==> config.mk <==
export PLATFORM = sky130hd
export DESIGN_NAME = fixed_point_mult_arbiter_flat
export DESIGN_NICKNAME = d
export VERILOG_FILES = /design/src/rtl/fixed_point_mult_arbiter_if.sv /design/src/rtl/fixed_point_mult_arbiter.sv /design/src/flat_wrapper.sv
export SDC_FILE = /design/constraint.sdc
export NUM_CORES = 1
export LEC_CHECK = 0
export ABC_AREA = 1
export ABC_CLOCK_PERIOD_IN_PS = 8500
export CORE_AREA = 10 10 150 152
export CTS_CLUSTER_DIAMETER = 60
export DETAILED_ROUTE_END_ITERATION = 8
export DIE_AREA = 0 0 160 162
export PLACE_DENSITY = 0.78
export SLEW_MARGIN = 20
export SYNTH_ARGS = -nofsm -noshare
export SYNTH_HDL_FRONTEND = slang
export SYNTH_SLANG_ARGS = --single-unit
==> constraint.sdc <==
create_clock -name clk -period 8.5 [get_ports clk]
set_clock_uncertainty 0.15 [all_clocks]
set_input_delay 1.275 -clock clk [delete_from_list [all_inputs] [get_ports clk]]
set_output_delay 1.275 -clock clk [all_outputs]
set_load 0.01 [all_outputs]
==> src/rtl/fixed_point_mult_arbiter_if.sv <==
// Handshake bundle between the arbiter, its requesters and the shared multiplier.
// The master modport is the environment side; the slave modport is the arbiter side.
interface fixed_point_mult_arbiter_if #(
    parameter int n    = 32,
    parameter int NREQ = 4
);
    localparam int GW = (NREQ > 1) ? $clog2(NREQ) : 1;

    logic [NREQ-1:0]   req_val;
    logic [NREQ-1:0]   req_rdy;
    logic [NREQ*n-1:0] req_a;
    logic [NREQ*n-1:0] req_b;
    logic [NREQ-1:0]   resp_val;
    logic [NREQ-1:0]   resp_rdy;
    logic [n-1:0]      resp_c;
    logic              mul_recv_val;
    logic              mul_recv_rdy;
    logic [n-1:0]      mul_a;
    logic [n-1:0]      mul_b;
    logic              mul_send_val;
    logic              mul_send_rdy;
    logic [n-1:0]      mul_c;
    logic [GW-1:0]     grant_id;
    logic              busy;

    modport master (
        output req_val, req_a, req_b, resp_rdy, mul_recv_rdy, mul_send_val, mul_c,
        input  req_rdy, resp_val, resp_c, mul_recv_val, mul_a, mul_b, mul_send_rdy,
               grant_id, busy
    );

    modport slave (
        input  req_val, req_a, req_b, resp_rdy, mul_recv_rdy, mul_send_val, mul_c,
        output req_rdy, resp_val, resp_c, mul_recv_val, mul_a, mul_b, mul_send_rdy,
               grant_id, busy
    );
endinterface

==> src/rtl/fixed_point_mult_arbiter.sv <==
// Round-robin arbiter sharing one fixed-point multiplier among NREQ requesters,
// one transaction in flight; adds one cycle before issue and one after the result.
module fixed_point_mult_arbiter #(
    parameter int n    = 32,
    parameter int d    = 16,
    parameter int NREQ = 4
) (
    input  logic                       clk,
    input  logic                       reset_n,
    fixed_point_mult_arbiter_if.slave  bus
);
    localparam int GW = (NREQ > 1) ? $clog2(NREQ) : 1;

    if (d < 0 || d > n || NREQ < 1 || NREQ > 8) begin : g_bad_params
        $error("fixed_point_mult_arbiter: parameter out of range");
    end

    typedef enum logic [1:0] {IDLE, ISSUE, WAIT, RESP} state_t;

    state_t        state_q;
    logic [GW-1:0] rr_ptr_q;
    logic [GW-1:0] gid_q;
    logic [n-1:0]  a_q;
    logic [n-1:0]  b_q;
    logic [n-1:0]  c_q;

    logic            win_vld;
    logic [GW-1:0]   win_id;
    logic [GW-1:0]   nxt_ptr;
    logic [n-1:0]    win_a;
    logic [n-1:0]    win_b;
    logic [NREQ-1:0] win_oh;
    logic [NREQ-1:0] owner_oh;

    // Descending search so the candidate closest to rr_ptr is assigned last and wins.
    always_comb begin
        win_vld = 1'b0;
        win_id  = '0;
        for (int k = NREQ - 1; k >= 0; k--) begin
            for (int i = 0; i < NREQ; i++) begin
                if (bus.req_val[i] && ((int'(rr_ptr_q) + k) % NREQ) == i) begin
                    win_vld = 1'b1;
                    win_id  = GW'(i);
                end
            end
        end
    end

    always_comb begin
        win_a = '0;
        win_b = '0;
        for (int i = 0; i < NREQ; i++) begin
            if (win_id == GW'(i)) begin
                win_a = bus.req_a[i*n +: n];
                win_b = bus.req_b[i*n +: n];
            end
        end
    end

    assign nxt_ptr  = (int'(win_id) == NREQ - 1) ? '0 : win_id + 1'b1;
    assign win_oh   = NREQ'(1) << win_id;
    assign owner_oh = NREQ'(1) << gid_q;

    always_ff @(posedge clk) begin
        if (!reset_n) begin
            state_q  <= IDLE;
            rr_ptr_q <= '0;
            gid_q    <= '0;
            a_q      <= '0;
            b_q      <= '0;
            c_q      <= '0;
        end else begin
            case (state_q)
                IDLE: begin
                    if (win_vld) begin
                        a_q      <= win_a;
                        b_q      <= win_b;
                        gid_q    <= win_id;
                        rr_ptr_q <= nxt_ptr;
                        state_q  <= ISSUE;
                    end
                end
                ISSUE: begin
                    if (bus.mul_recv_rdy) state_q <= WAIT;
                end
                WAIT: begin
                    if (bus.mul_send_val) begin
                        c_q     <= bus.mul_c;
                        state_q <= RESP;
                    end
                end
                RESP: begin
                    if (|(bus.resp_rdy & owner_oh)) state_q <= IDLE;
                end
                default: state_q <= IDLE;
            endcase
        end
    end

    // req_rdy is the only output fed combinationally from inputs, so it alone needs the reset gate.
    assign bus.req_rdy      = (reset_n && state_q == IDLE && win_vld) ? win_oh : '0;
    assign bus.resp_val     = (state_q == RESP) ? owner_oh : '0;
    assign bus.resp_c       = c_q;
    assign bus.mul_recv_val = (state_q == ISSUE);
    assign bus.mul_send_rdy = (state_q == WAIT);
    assign bus.mul_a        = a_q;
    assign bus.mul_b        = b_q;
    assign bus.grant_id     = gid_q;
    assign bus.busy         = (state_q != IDLE);
endmodule

==> src/flat_wrapper.sv <==
// flat-port wrapper written by rule: the top's interface ports become plain ports
module fixed_point_mult_arbiter_flat 
#(
    parameter int n    = 32,
    parameter int d    = 16,
    parameter int NREQ = 4
)
  (clk, reset_n, bus_req_val, bus_req_a, bus_req_b, bus_resp_rdy, bus_mul_recv_rdy, bus_mul_send_val, bus_mul_c, bus_req_rdy, bus_resp_val, bus_resp_c, bus_mul_recv_val, bus_mul_a, bus_mul_b, bus_mul_send_rdy, bus_grant_id, bus_busy);
  fixed_point_mult_arbiter_if #(.n(n), .NREQ(NREQ)) bus_i ();
  input  logic clk;
  input  logic reset_n;
  input wire logic [$bits(bus_i.req_val)-1:0] bus_req_val;
  input wire logic [$bits(bus_i.req_a)-1:0] bus_req_a;
  input wire logic [$bits(bus_i.req_b)-1:0] bus_req_b;
  input wire logic [$bits(bus_i.resp_rdy)-1:0] bus_resp_rdy;
  input wire logic [$bits(bus_i.mul_recv_rdy)-1:0] bus_mul_recv_rdy;
  input wire logic [$bits(bus_i.mul_send_val)-1:0] bus_mul_send_val;
  input wire logic [$bits(bus_i.mul_c)-1:0] bus_mul_c;
  output wire logic [$bits(bus_i.req_rdy)-1:0] bus_req_rdy;
  output wire logic [$bits(bus_i.resp_val)-1:0] bus_resp_val;
  output wire logic [$bits(bus_i.resp_c)-1:0] bus_resp_c;
  output wire logic [$bits(bus_i.mul_recv_val)-1:0] bus_mul_recv_val;
  output wire logic [$bits(bus_i.mul_a)-1:0] bus_mul_a;
  output wire logic [$bits(bus_i.mul_b)-1:0] bus_mul_b;
  output wire logic [$bits(bus_i.mul_send_rdy)-1:0] bus_mul_send_rdy;
  output wire logic [$bits(bus_i.grant_id)-1:0] bus_grant_id;
  output wire logic [$bits(bus_i.busy)-1:0] bus_busy;
  assign bus_i.req_val = bus_req_val;
  assign bus_i.req_a = bus_req_a;
  assign bus_i.req_b = bus_req_b;
  assign bus_i.resp_rdy = bus_resp_rdy;
  assign bus_i.mul_recv_rdy = bus_mul_recv_rdy;
  assign bus_i.mul_send_val = bus_mul_send_val;
  assign bus_i.mul_c = bus_mul_c;
  assign bus_req_rdy = bus_i.req_rdy;
  assign bus_resp_val = bus_i.resp_val;
  assign bus_resp_c = bus_i.resp_c;
  assign bus_mul_recv_val = bus_i.mul_recv_val;
  assign bus_mul_a = bus_i.mul_a;
  assign bus_mul_b = bus_i.mul_b;
  assign bus_mul_send_rdy = bus_i.mul_send_rdy;
  assign bus_grant_id = bus_i.grant_id;
  assign bus_busy = bus_i.busy;
  fixed_point_mult_arbiter #(.n(n), .d(d), .NREQ(NREQ)) u_core (.clk(clk), .reset_n(reset_n), .bus(bus_i));
endmodule
==> results of run 1 <==
[logic make-up (layout without fill, tap and decap cells)]
logic type / after synthesis / in the layout
fa+ha+maj: 9 / 9
flops: 102 / 102
simple gates: 321 / 321
compound gates: 367 / 367
buf+inv: 105 / 456
[Yosys cell counts]
library cell	instances	area, um2
nor4_2	1	12.5
nand2_1	160	601
nand3_1	79	395
dfxtp_1	102	2040
inv_2	4	15.0
o21ai_1	2	10.0
o22ai_1	1	6.26
nand2_2	2	12.5
buf_6	8	90.1
a21oi_1	136	681
nand4_1	1	6.26
ha_1	9	113
inv_1	20	75.1
nor3_1	7	35.0
clkbuf_1	63	236
buf_2	1	5.00
o21ai_2	1	8.76
o21ai_0	227	1140
nor2_1	71	267
buf_1	9	33.8
[registers in the layout (all words and copies together), names as in the netlist]
name	count
u_core.bus.mul_a	32
u_core.bus.mul_b	32
u_core.bus.grant_id	2
u_core.bus.resp_c	32
u_core.state_q	2
u_core.rr_ptr_q	2
[routing by layer]
| metal | vias up | part of all wire [%] | global-route usage, % | wire length, um |
|---|---|---|---|---|
| li1 | 3786 | - | - | - |
| met1 | 3378 | 39 | 22.5 | 11200 |
| met2 | 336 | 49 | 34.9 | 13900 |
| met3 | 34 | 9.4 | 7.51 | 2660 |
| met4 | 0 | 2.1 | 6.09 | 606 |
| met5 | - | 0 | 0 | 0 |
[how the worst max path moves through the flow]
stage / startpoint / to / cells after the start
after global routing: bus_req_val[1] / bus_req_rdy[3] / 19
after CTS: bus_req_val[3] / bus_req_rdy[3] / 19
after floorplan: bus_req_val[1] / bus_req_rdy[0] / 20
after global placement: bus_req_val[3] / bus_req_rdy[3] / 19
final: bus_req_val[3] / bus_req_rdy[3] / 19
after detailed placement: bus_req_val[3] / bus_req_rdy[3] / 19
[layout make-up]
class	count	area share (%)
well taps	265	3.25
clock inverters	7	0.882
clock buffers	9	2.21
inverters	24	0.907
multi-input cells	697	32.2
repair buffers	416	40.5
flip-flops and latches	102	20.0
[stage by stage]
step / hold WS, ns / instance area, um2 / instances / setup WS (ns) / util [%]
final: 0.335 / 10200 / 1520 / 2.82 / 52.6
after floorplan: 0.361 / 5780 / 904 / 4.05 / -
after global placement: 0.312 / 9900 / 1504 / 2.78 / 51.0
after global routing: 0.361 / 10200 / 1520 / 2.46 / 52.6
after detailed placement: 0.323 / 9900 / 1504 / 2.81 / 51.0
after CTS: 0.341 / 10200 / 1520 / 2.80 / 52.6
[critical path, cell delays in order]
cell and delay, ns:
clkdlybuf4s50_1 0.54, nand2_1 0.10, nand2_1 0.11, nand2_1 0.06, nand2_1 0.06, nand2_1 0.05, nand2_1 0.06, nand2_1 0.05
nand2_1 0.05, nand2_1 0.04, nand2_1 0.05, nand2_1 0.05, nand2_1 0.05, nand2_1 0.06, nand2_1 0.14, ha_1 0.19
clkinv_2 0.46, nor2_1 0.27, clkdlybuf4s50_1 0.57
[power by group]
group / switching [uW] / total (uW) / internal, uW
Sequential: 85.9 / 724 / 638
Clock: 217 / 430 / 213
Combinational: 1550 / 2520 / 970
Total: 1860 / 3680 / 1820
==> impl_metrics.env, run 1 <==
export IMPL_finalHoldViolCount=0
export IMPL_layout_common_cells="407 x clkdlybuf4s50_1, 227 x o21ai_0, 160 x nand2_1"
export IMPL_synth_xor_area_share_pct=0
export IMPL_num_rows=51
export IMPL_vias=7534
export IMPL_status="complete, no violations"
export IMPL_die_area_um2=25900
export IMPL_synth_cells=904
export IMPL_ir_drop_mv=0.280
export IMPL_yosys_warnings=0
export IMPL_syn_area_per_cell_um2=6.39
export IMPL_reg2reg_depth=20
export IMPL_grt_start_max_net_pins=78
export IMPL_yosysSeqAreaShare_pct=35.3
export IMPL_dr_pass1_iters=5
export IMPL_synth_compound_area_share_pct=31.9
export IMPL_ant_nets=0
export IMPL_synth_area_um2=5780
export IMPL_rsz0062_at_grt="false"
export IMPL_ctsRootBufferMaster="clkbuf_16"
export IMPL_routed_via_density=4.96
export IMPL_synthAdderAreaFrac_pct=1.95
export IMPL_fin_crit_sh_pct=66.8
export IMPL_crit_required_ns=7.07
export IMPL_h_tree_depth=3
export IMPL_place_hpwl_mm=21.6
export IMPL_finalSetupViolCount=0
export IMPL_critPathCaptureType="primary output"
export IMPL_final_common_cell="clkdlybuf4s50_1"
export IMPL_clk_latency_ns=0.35
export IMPL_drt_initial_drc_count=526
export IMPL_antenna_cells=0
export IMPL_r2r_slack_ns=4.90
export IMPL_finalPower_uw=3680
export IMPL_wl_per_cell_um=18.6
export IMPL_hold_buffers=0
export IMPL_hold_depth=2
export IMPL_r2r_start="u_core.rr_ptr_q[1]"
export IMPL_hold_path_end="u_core.bus.resp_c[29]"
export IMPL_cts_buffers_inserted=9
export IMPL_fillCellCount=1914
export IMPL_die_h_um=162
export IMPL_hp_start="u_core.bus.resp_c[29]"
export IMPL_worstHoldPathType="register to register"
export IMPL_synth_top_family_by_area="compound AO/OA/AOI/OAI gates"
export IMPL_drc_errors=0
export IMPL_yosys_mux_area_fraction_pct=0
export IMPL_overflow=0
export IMPL_synth_cell_types=20
export IMPL_die_w_um=160
export IMPL_rr_endpoint="u_core.bus.mul_b[29]"
export IMPL_cts_tree="built"
export IMPL_antenna_found_initial=0
export IMPL_worstSetupStartpointType="input pin"
export IMPL_fin_setup_tns_ns=0
export IMPL_grt_pass1_wl_mm=41.8
export IMPL_cts_sinks=102
export IMPL_period_minus_slack_ns=5.68
export IMPL_initial_utilization_pct=29.8
export IMPL_syn_nets=1213
export IMPL_ios=409
export IMPL_worst_slew_pin_slew_ns=1.02
export IMPL_post_cts_buffers=0
export IMPL_cts_resized_gates=0
export IMPL_layout_drive_gt1_share_pct=3.11
export IMPL_coreArea_um2=19400
export IMPL_worstPathArrival_ns=4.25
export IMPL_worstSetupPathType="input pin to primary output"
export IMPL_drv_cap=0
export IMPL_max_slew_margin_rel_pct=31.9
export IMPL_ys_ff_latch=102
export IMPL_grt_pass1_vias=7110
export IMPL_cts_max_path_buffers=2
export IMPL_fmax_mhz=176
export IMPL_final_seq_area_um2=2040
export IMPL_p_per_area_nw_per_um2=360
export IMPL_track_usage_pct=20.1
export IMPL_synth_simple_area_share_pct=23.0
export IMPL_areaGrowthSynthToFinish_pct=76.6
export IMPL_crit_fanout=54
export IMPL_io_buffer_count=408
export IMPL_power_leakage_uw=0.00409
export IMPL_clk_pin_slew_ns=0.08
export IMPL_fin_nets=1559
export IMPL_routed_wl_mm=28.3
export IMPL_drv_slew=0
export IMPL_multi_input_area_um2=3290
export IMPL_gp_congestion=0.844
(Power assumes the default switching activity.)
==> run 2, diff against run 1 <==
--- a/config.mk
+++ b/config.mk
@@ -6,7 +6,7 @@
 export NUM_CORES = 1
 export LEC_CHECK = 0
 export ABC_AREA = 1
-export ABC_CLOCK_PERIOD_IN_PS = 8500
+export ABC_CLOCK_PERIOD_IN_PS = 5620
 export CORE_AREA = 10 10 150 152
 export CTS_CLUSTER_DIAMETER = 60
 export DETAILED_ROUTE_END_ITERATION = 8
==> constraint.sdc (replaced) <==
create_clock -name clk -period 5.62 [get_ports clk]
set_clock_uncertainty 0.15 [all_clocks]
set_input_delay 0.843 -clock clk [delete_from_list [all_inputs] [get_ports clk]]
set_output_delay 0.843 -clock clk [all_outputs]
set_load 0.01 [all_outputs]
==> impl_metrics.env, run 2 (synthesis gave the netlist of run 1 again) <==
export IMPL_status="complete, no violations"
export IMPL_areaGrowthSynthToFinish_pct=77.0
export IMPL_drt_initial_drc_count=662
export IMPL_grt_pass1_wl_mm=42.5
export IMPL_ctsRootBufferMaster="clkbuf_16"
export IMPL_initial_utilization_pct=29.8
export IMPL_track_usage_pct=20.4
export IMPL_worst_slew_pin_slew_ns=0.997
export IMPL_max_slew_margin_rel_pct=33.5
export IMPL_antenna_found_initial=0
export IMPL_cts_buffers_inserted=9
export IMPL_hp_start="u_core.bus.resp_c[29]"
export IMPL_gp_congestion=0.881
export IMPL_clk_latency_ns=0.35
export IMPL_r2r_start="u_core.rr_ptr_q[0]"
export IMPL_fin_setup_tns_ns=0
export IMPL_num_rows=51
export IMPL_die_w_um=160
export IMPL_finalHoldViolCount=0
export IMPL_rsz0062_at_grt="false"
export IMPL_routed_wl_mm=28.6
export IMPL_overflow=0
export IMPL_crit_required_ns=4.63
export IMPL_fmax_mhz=225
export IMPL_ir_drop_mv=1.11
export IMPL_crit_fanout=4
export IMPL_finalPower_uw=5600
export IMPL_coreArea_um2=19400
export IMPL_power_leakage_uw=0.00410
export IMPL_io_buffer_count=408
export IMPL_drv_slew=0
export IMPL_layout_common_cells="407 x clkdlybuf4s50_1, 227 x o21ai_0, 160 x nand2_1"
export IMPL_drc_errors=0
export IMPL_r2r_slack_ns=1.97
export IMPL_drv_cap=0
export IMPL_worstPathArrival_ns=3.44
export IMPL_place_hpwl_mm=22.0
export IMPL_p_per_area_nw_per_um2=547
export IMPL_critPathCaptureType="primary output"
export IMPL_wl_per_cell_um=18.8
export IMPL_ios=409
export IMPL_cts_sinks=102
export IMPL_h_tree_depth=3
export IMPL_cts_max_path_buffers=2
export IMPL_multi_input_area_um2=3290
export IMPL_final_common_cell="clkdlybuf4s50_1"
export IMPL_post_cts_buffers=0
export IMPL_cts_tree="built"
export IMPL_die_h_um=162
export IMPL_dr_pass1_iters=5
export IMPL_antenna_cells=0
export IMPL_grt_pass1_vias=7174
export IMPL_hold_buffers=0
export IMPL_layout_drive_gt1_share_pct=3.18
export IMPL_fillCellCount=1925
export IMPL_worstSetupStartpointType="input pin"
export IMPL_rr_endpoint="u_core.bus.mul_a[2]"
export IMPL_worstSetupPathType="input pin to primary output"
export IMPL_worstHoldPathType="register to register"
export IMPL_final_seq_area_um2=2040
export IMPL_routed_via_density=4.97
export IMPL_finalSetupViolCount=0
export IMPL_met2_usage_pct=36.2
export IMPL_grt_busiest_layer="met2"
export IMPL_hold_depth=2
export IMPL_grt_util_met1_pct=22.7
export IMPL_clk_pin_slew_ns=0.08
export IMPL_reg2reg_depth=21
export IMPL_grt_start_max_net_pins=102
export IMPL_die_area_um2=25900
export IMPL_fin_crit_sh_pct=79.0
export IMPL_vias=7553
export IMPL_grtUsageMet3_pct=7.58
export IMPL_fin_nets=1560
export IMPL_hold_path_end="u_core.bus.resp_c[29]"
export IMPL_period_minus_slack_ns=4.44
export IMPL_ant_nets=0
export IMPL_cts_resized_gates=0
## run 2: changes by cell type in the layout (fill, tap and decap cells not counted)
cell       change
buf_4          +1
bufinv_16      +1
clkbuf_8       +1
clkinv_8       -2
inv_12         -1
inv_6          -2
inv_8          +3
## run 2: final cells by class
cell class	count	share of cell area [%]
well taps	265	3.24
clock inverters	6	0.856
inverters	24	0.905
multi-input cells	697	32.2
repair buffers	417	40.5
flip-flops and latches	102	20.0
clock buffers	10	2.34
## run 2: stage by stage
stage          cell area, um2  cells  worst slack [ns]  utilization (%)  hold WS [ns]
2_1_floorplan            5780    904              2.04                -         0.361
3_3_place_gp             9900   1505              1.26             51.1         0.312
3_5_place_dp             9900   1505              1.22             51.1         0.323
4_1_cts                 10200   1521              1.20             52.7         0.340
5_1_grt                 10200   1521              1.02             52.7         0.354
6_report                10200   1521              1.18             52.7         0.337
## run 2: worst max path at each step
stage                         from             end  slack (ns)  depth (start not counted)
finish              bus_req_val[3]  bus_req_rdy[0]        1.18                         20
floorplan           bus_req_val[1]  bus_req_rdy[0]        2.04                         20
global placement    bus_req_val[0]  bus_req_rdy[0]        1.26                         19
CTS                 bus_req_val[1]  bus_req_rdy[0]        1.20                         20
detailed placement  bus_req_val[1]  bus_req_rdy[0]        1.22                         20
global route        bus_req_val[1]  bus_req_rdy[0]        1.02                         20
## run 2: report_power, final
part	leakage (uW)	internal [uW]	switching, uW	total [uW]
logic	0.00310	1470	2350	3820
registers	0.000842	964	129	1090
clock network	0.000157	371	310	681
total	0.00410	2810	2790	5600
## run 2: layer usage
layer  wire length [um]  share of wire, %
met1              11100                39
met2              14200                50
met4                496               1.7
met5                  0                 0
met3               2790               9.7
## run 2: worst max-delay path, cell delays in order
cell and delay (ns):
clkdlybuf4s50_1 0.47, nand2_1 0.12, nand2_1 0.10, nand2_1 0.07, nand2_1 0.05, nand2_1 0.05, nand2_1 0.05, nand2_1 0.05
nand2_1 0.04, nand2_1 0.05, nand2_1 0.05, nand2_1 0.06, nand2_1 0.05, nand2_1 0.07, nand2_1 0.17, inv_1 0.14
ha_2 0.19, inv_1 0.04, nor2_1 0.19, clkdlybuf4s50_1 0.59
==> run 3, diff against run 2 <==
--- a/config.mk
+++ b/config.mk
@@ -6,7 +6,7 @@
 export NUM_CORES = 1
 export LEC_CHECK = 0
 export ABC_AREA = 1
-export ABC_CLOCK_PERIOD_IN_PS = 5620
+export ABC_CLOCK_PERIOD_IN_PS = 4400
 export CORE_AREA = 10 10 150 152
 export CTS_CLUSTER_DIAMETER = 60
 export DETAILED_ROUTE_END_ITERATION = 8
==> constraint.sdc (replaced) <==
create_clock -name clk -period 4.4 [get_ports clk]
set_clock_uncertainty 0.15 [all_clocks]
set_input_delay 0.66 -clock clk [delete_from_list [all_inputs] [get_ports clk]]
set_output_delay 0.66 -clock clk [all_outputs]
set_load 0.01 [all_outputs]
==> impl_metrics.env, run 3 (synthesis gave the netlist of run 1 again) <==
export IMPL_dr_pass1_iters=5
export IMPL_grt_start_max_net_pins=100
export IMPL_die_area_um2=25900
export IMPL_p_per_area_nw_per_um2=697
export IMPL_place_hpwl_mm=21.8
export IMPL_clk_pin_slew_ns=0.09
export IMPL_drc_errors=0
export IMPL_finalPower_uw=7130
export IMPL_status="complete, no violations"
export IMPL_clk_latency_ns=0.36
export IMPL_power_frac_seq_pct=19.6
export IMPL_layout_drive_gt1_share_pct=3.26
export IMPL_drv_slew=0
export IMPL_antenna_found_initial=1
export IMPL_cts_resized_gates=0
export IMPL_critPathCaptureType="primary output"
export IMPL_areaGrowthSynthToFinish_pct=77.0
export IMPL_final_instance_count_excl_fill=1523
export IMPL_initial_utilization_pct=29.8
export IMPL_p_sw_share_pct=50.4
export IMPL_reg2reg_depth=21
export IMPL_drv_cap=0
export IMPL_cts_sinks=102
export IMPL_worst_slew_pin_slew_ns=0.992
export IMPL_p_int_uw=3530
export IMPL_ios=409
export IMPL_r2r_start="u_core.rr_ptr_q[1]"
export IMPL_num_rows=51
export IMPL_power_leakage_uw=0.00410
export IMPL_hold_path_end="u_core.bus.resp_c[7]"
export IMPL_hold_buffers=0
export IMPL_cts_tree="built"
export IMPL_die_w_um=160
export IMPL_ant_nets=0
export IMPL_multi_input_area_um2=3290
export IMPL_routed_via_density=4.97
export IMPL_die_h_um=162
export IMPL_grt_pass1_vias=7233
export IMPL_max_slew_margin_rel_pct=33.8
export IMPL_cp_startpoint="bus_req_val[3]"
export IMPL_track_usage_pct=20.4
export IMPL_finalHoldViolCount=0
export IMPL_cts_max_path_buffers=2
export IMPL_period_minus_slack_ns=3.99
export IMPL_h_tree_depth=3
export IMPL_p_comb_share_pct=68.5
export IMPL_wl_per_cell_um=18.9
export IMPL_crit_fanout=4
export IMPL_worstHoldPathType="register to register"
export IMPL_cts_buffers_inserted=9
export IMPL_rsz0062_at_grt="false"
export IMPL_r2r_slack_ns=0.83
export IMPL_routed_wl_mm=28.7
export IMPL_fin_setup_tns_ns=0
export IMPL_fin_nets=1561
export IMPL_clkPwrFrac_pct=11.9
export IMPL_worstSetupStartpointType="input pin"
export IMPL_place_ws_ns=0.336
export IMPL_coreArea_um2=19400
export IMPL_power_switching_uw=3600
export IMPL_hold_depth=2
export IMPL_whs_ns=0.335
export IMPL_worstSetupPathType="input pin to primary output"
export IMPL_layout_common_cells="407 x clkdlybuf4s50_1, 227 x o21ai_0, 160 x nand2_1"
export IMPL_setup_ws_ns=0.409
export IMPL_ir_drop_mv=0.499
export IMPL_drt_initial_drc_count=742
export IMPL_crit_required_ns=3.59
export IMPL_fin_crit_sh_pct=90.7
export IMPL_overflow=0
export IMPL_final_common_cell="clkdlybuf4s50_1"
export IMPL_gp_congestion=0.906
export IMPL_placed_cells=1506
export IMPL_io_buffer_count=408
export IMPL_worstPathArrival_ns=3.18
export IMPL_post_cts_buffers=0
export IMPL_fillCellCount=1902
export IMPL_rr_endpoint="u_core.bus.mul_a[7]"
export IMPL_grt_pass1_wl_mm=42.6
export IMPL_finalSetupViolCount=0
export IMPL_ctsRootBufferMaster="clkbuf_16"
export IMPL_vias=7571
export IMPL_final_seq_area_um2=2040
export IMPL_hp_start="u_core.bus.resp_c[7]"
export IMPL_fmax_mhz=251
-- run 3: metrics by stage --
step	instance area [um2]	util (%)
2_1_floorplan	5780	-
3_3_place_gp	9910	51.1
3_5_place_dp	9910	51.1
4_1_cts	10200	52.7
5_1_grt	10200	52.7
6_report	10200	52.7
-- run 3: worst max path at each step --
stage | to | cells past startpoint
final | bus_req_rdy[0] | 20
after global routing | bus_req_rdy[0] | 20
after CTS | bus_req_rdy[0] | 20
after global placement | u_core.bus.mul_a[9] | 17
after floorplan | bus_req_rdy[0] | 20
after detailed placement | u_core.bus.mul_a[7] | 21
-- run 3: critical path, stage by stage --
cell and delay, ns:
clkdlybuf4s50_1 0.46, nand2_1 0.12, nand2_1 0.10, nand2_1 0.07
nand2_1 0.05, nand2_1 0.05, nand2_1 0.04, nand2_1 0.05
nand2_1 0.05, nand2_1 0.05, nand2_1 0.05, nand2_1 0.06
nand2_1 0.05, nand2_1 0.08, nand2_1 0.15, inv_1 0.13
ha_2 0.18, inv_1 0.04, nor2_1 0.13, clkdlybuf4s50_1 0.61
-- run 3: layer usage --
metal | up-vias | global-route usage, % | wire length, um
met4 | 0 | 6.14 | 534
met3 | 32 | 7.53 | 2660
met5 | - | 0 | 0
li1 | 3785 | - | -
met2 | 347 | 35.4 | 14100
met1 | 3407 | 23.0 | 11400
-- run 3: area by class of cell --
type / count / share of cell area (%)
repair buffers: 418 / 40.6
multi-input cells: 697 / 32.2
flip-flops and latches: 102 / 20.0
well taps: 265 / 3.24
clock buffers: 9 / 2.20
inverters: 24 / 0.905
clock inverters: 7 / 0.893
diodes: 1 / 0.0245
-- run 3: power by group through the flow --
stage,Combinational (uW),Sequential (uW),Clock (uW)
after floorplan,3080,1520,0
after global placement,4820,1410,0
after detailed placement,4900,1410,0
after CTS,4910,1400,876
after global routing,5530,1430,908
final,4880,1400,848
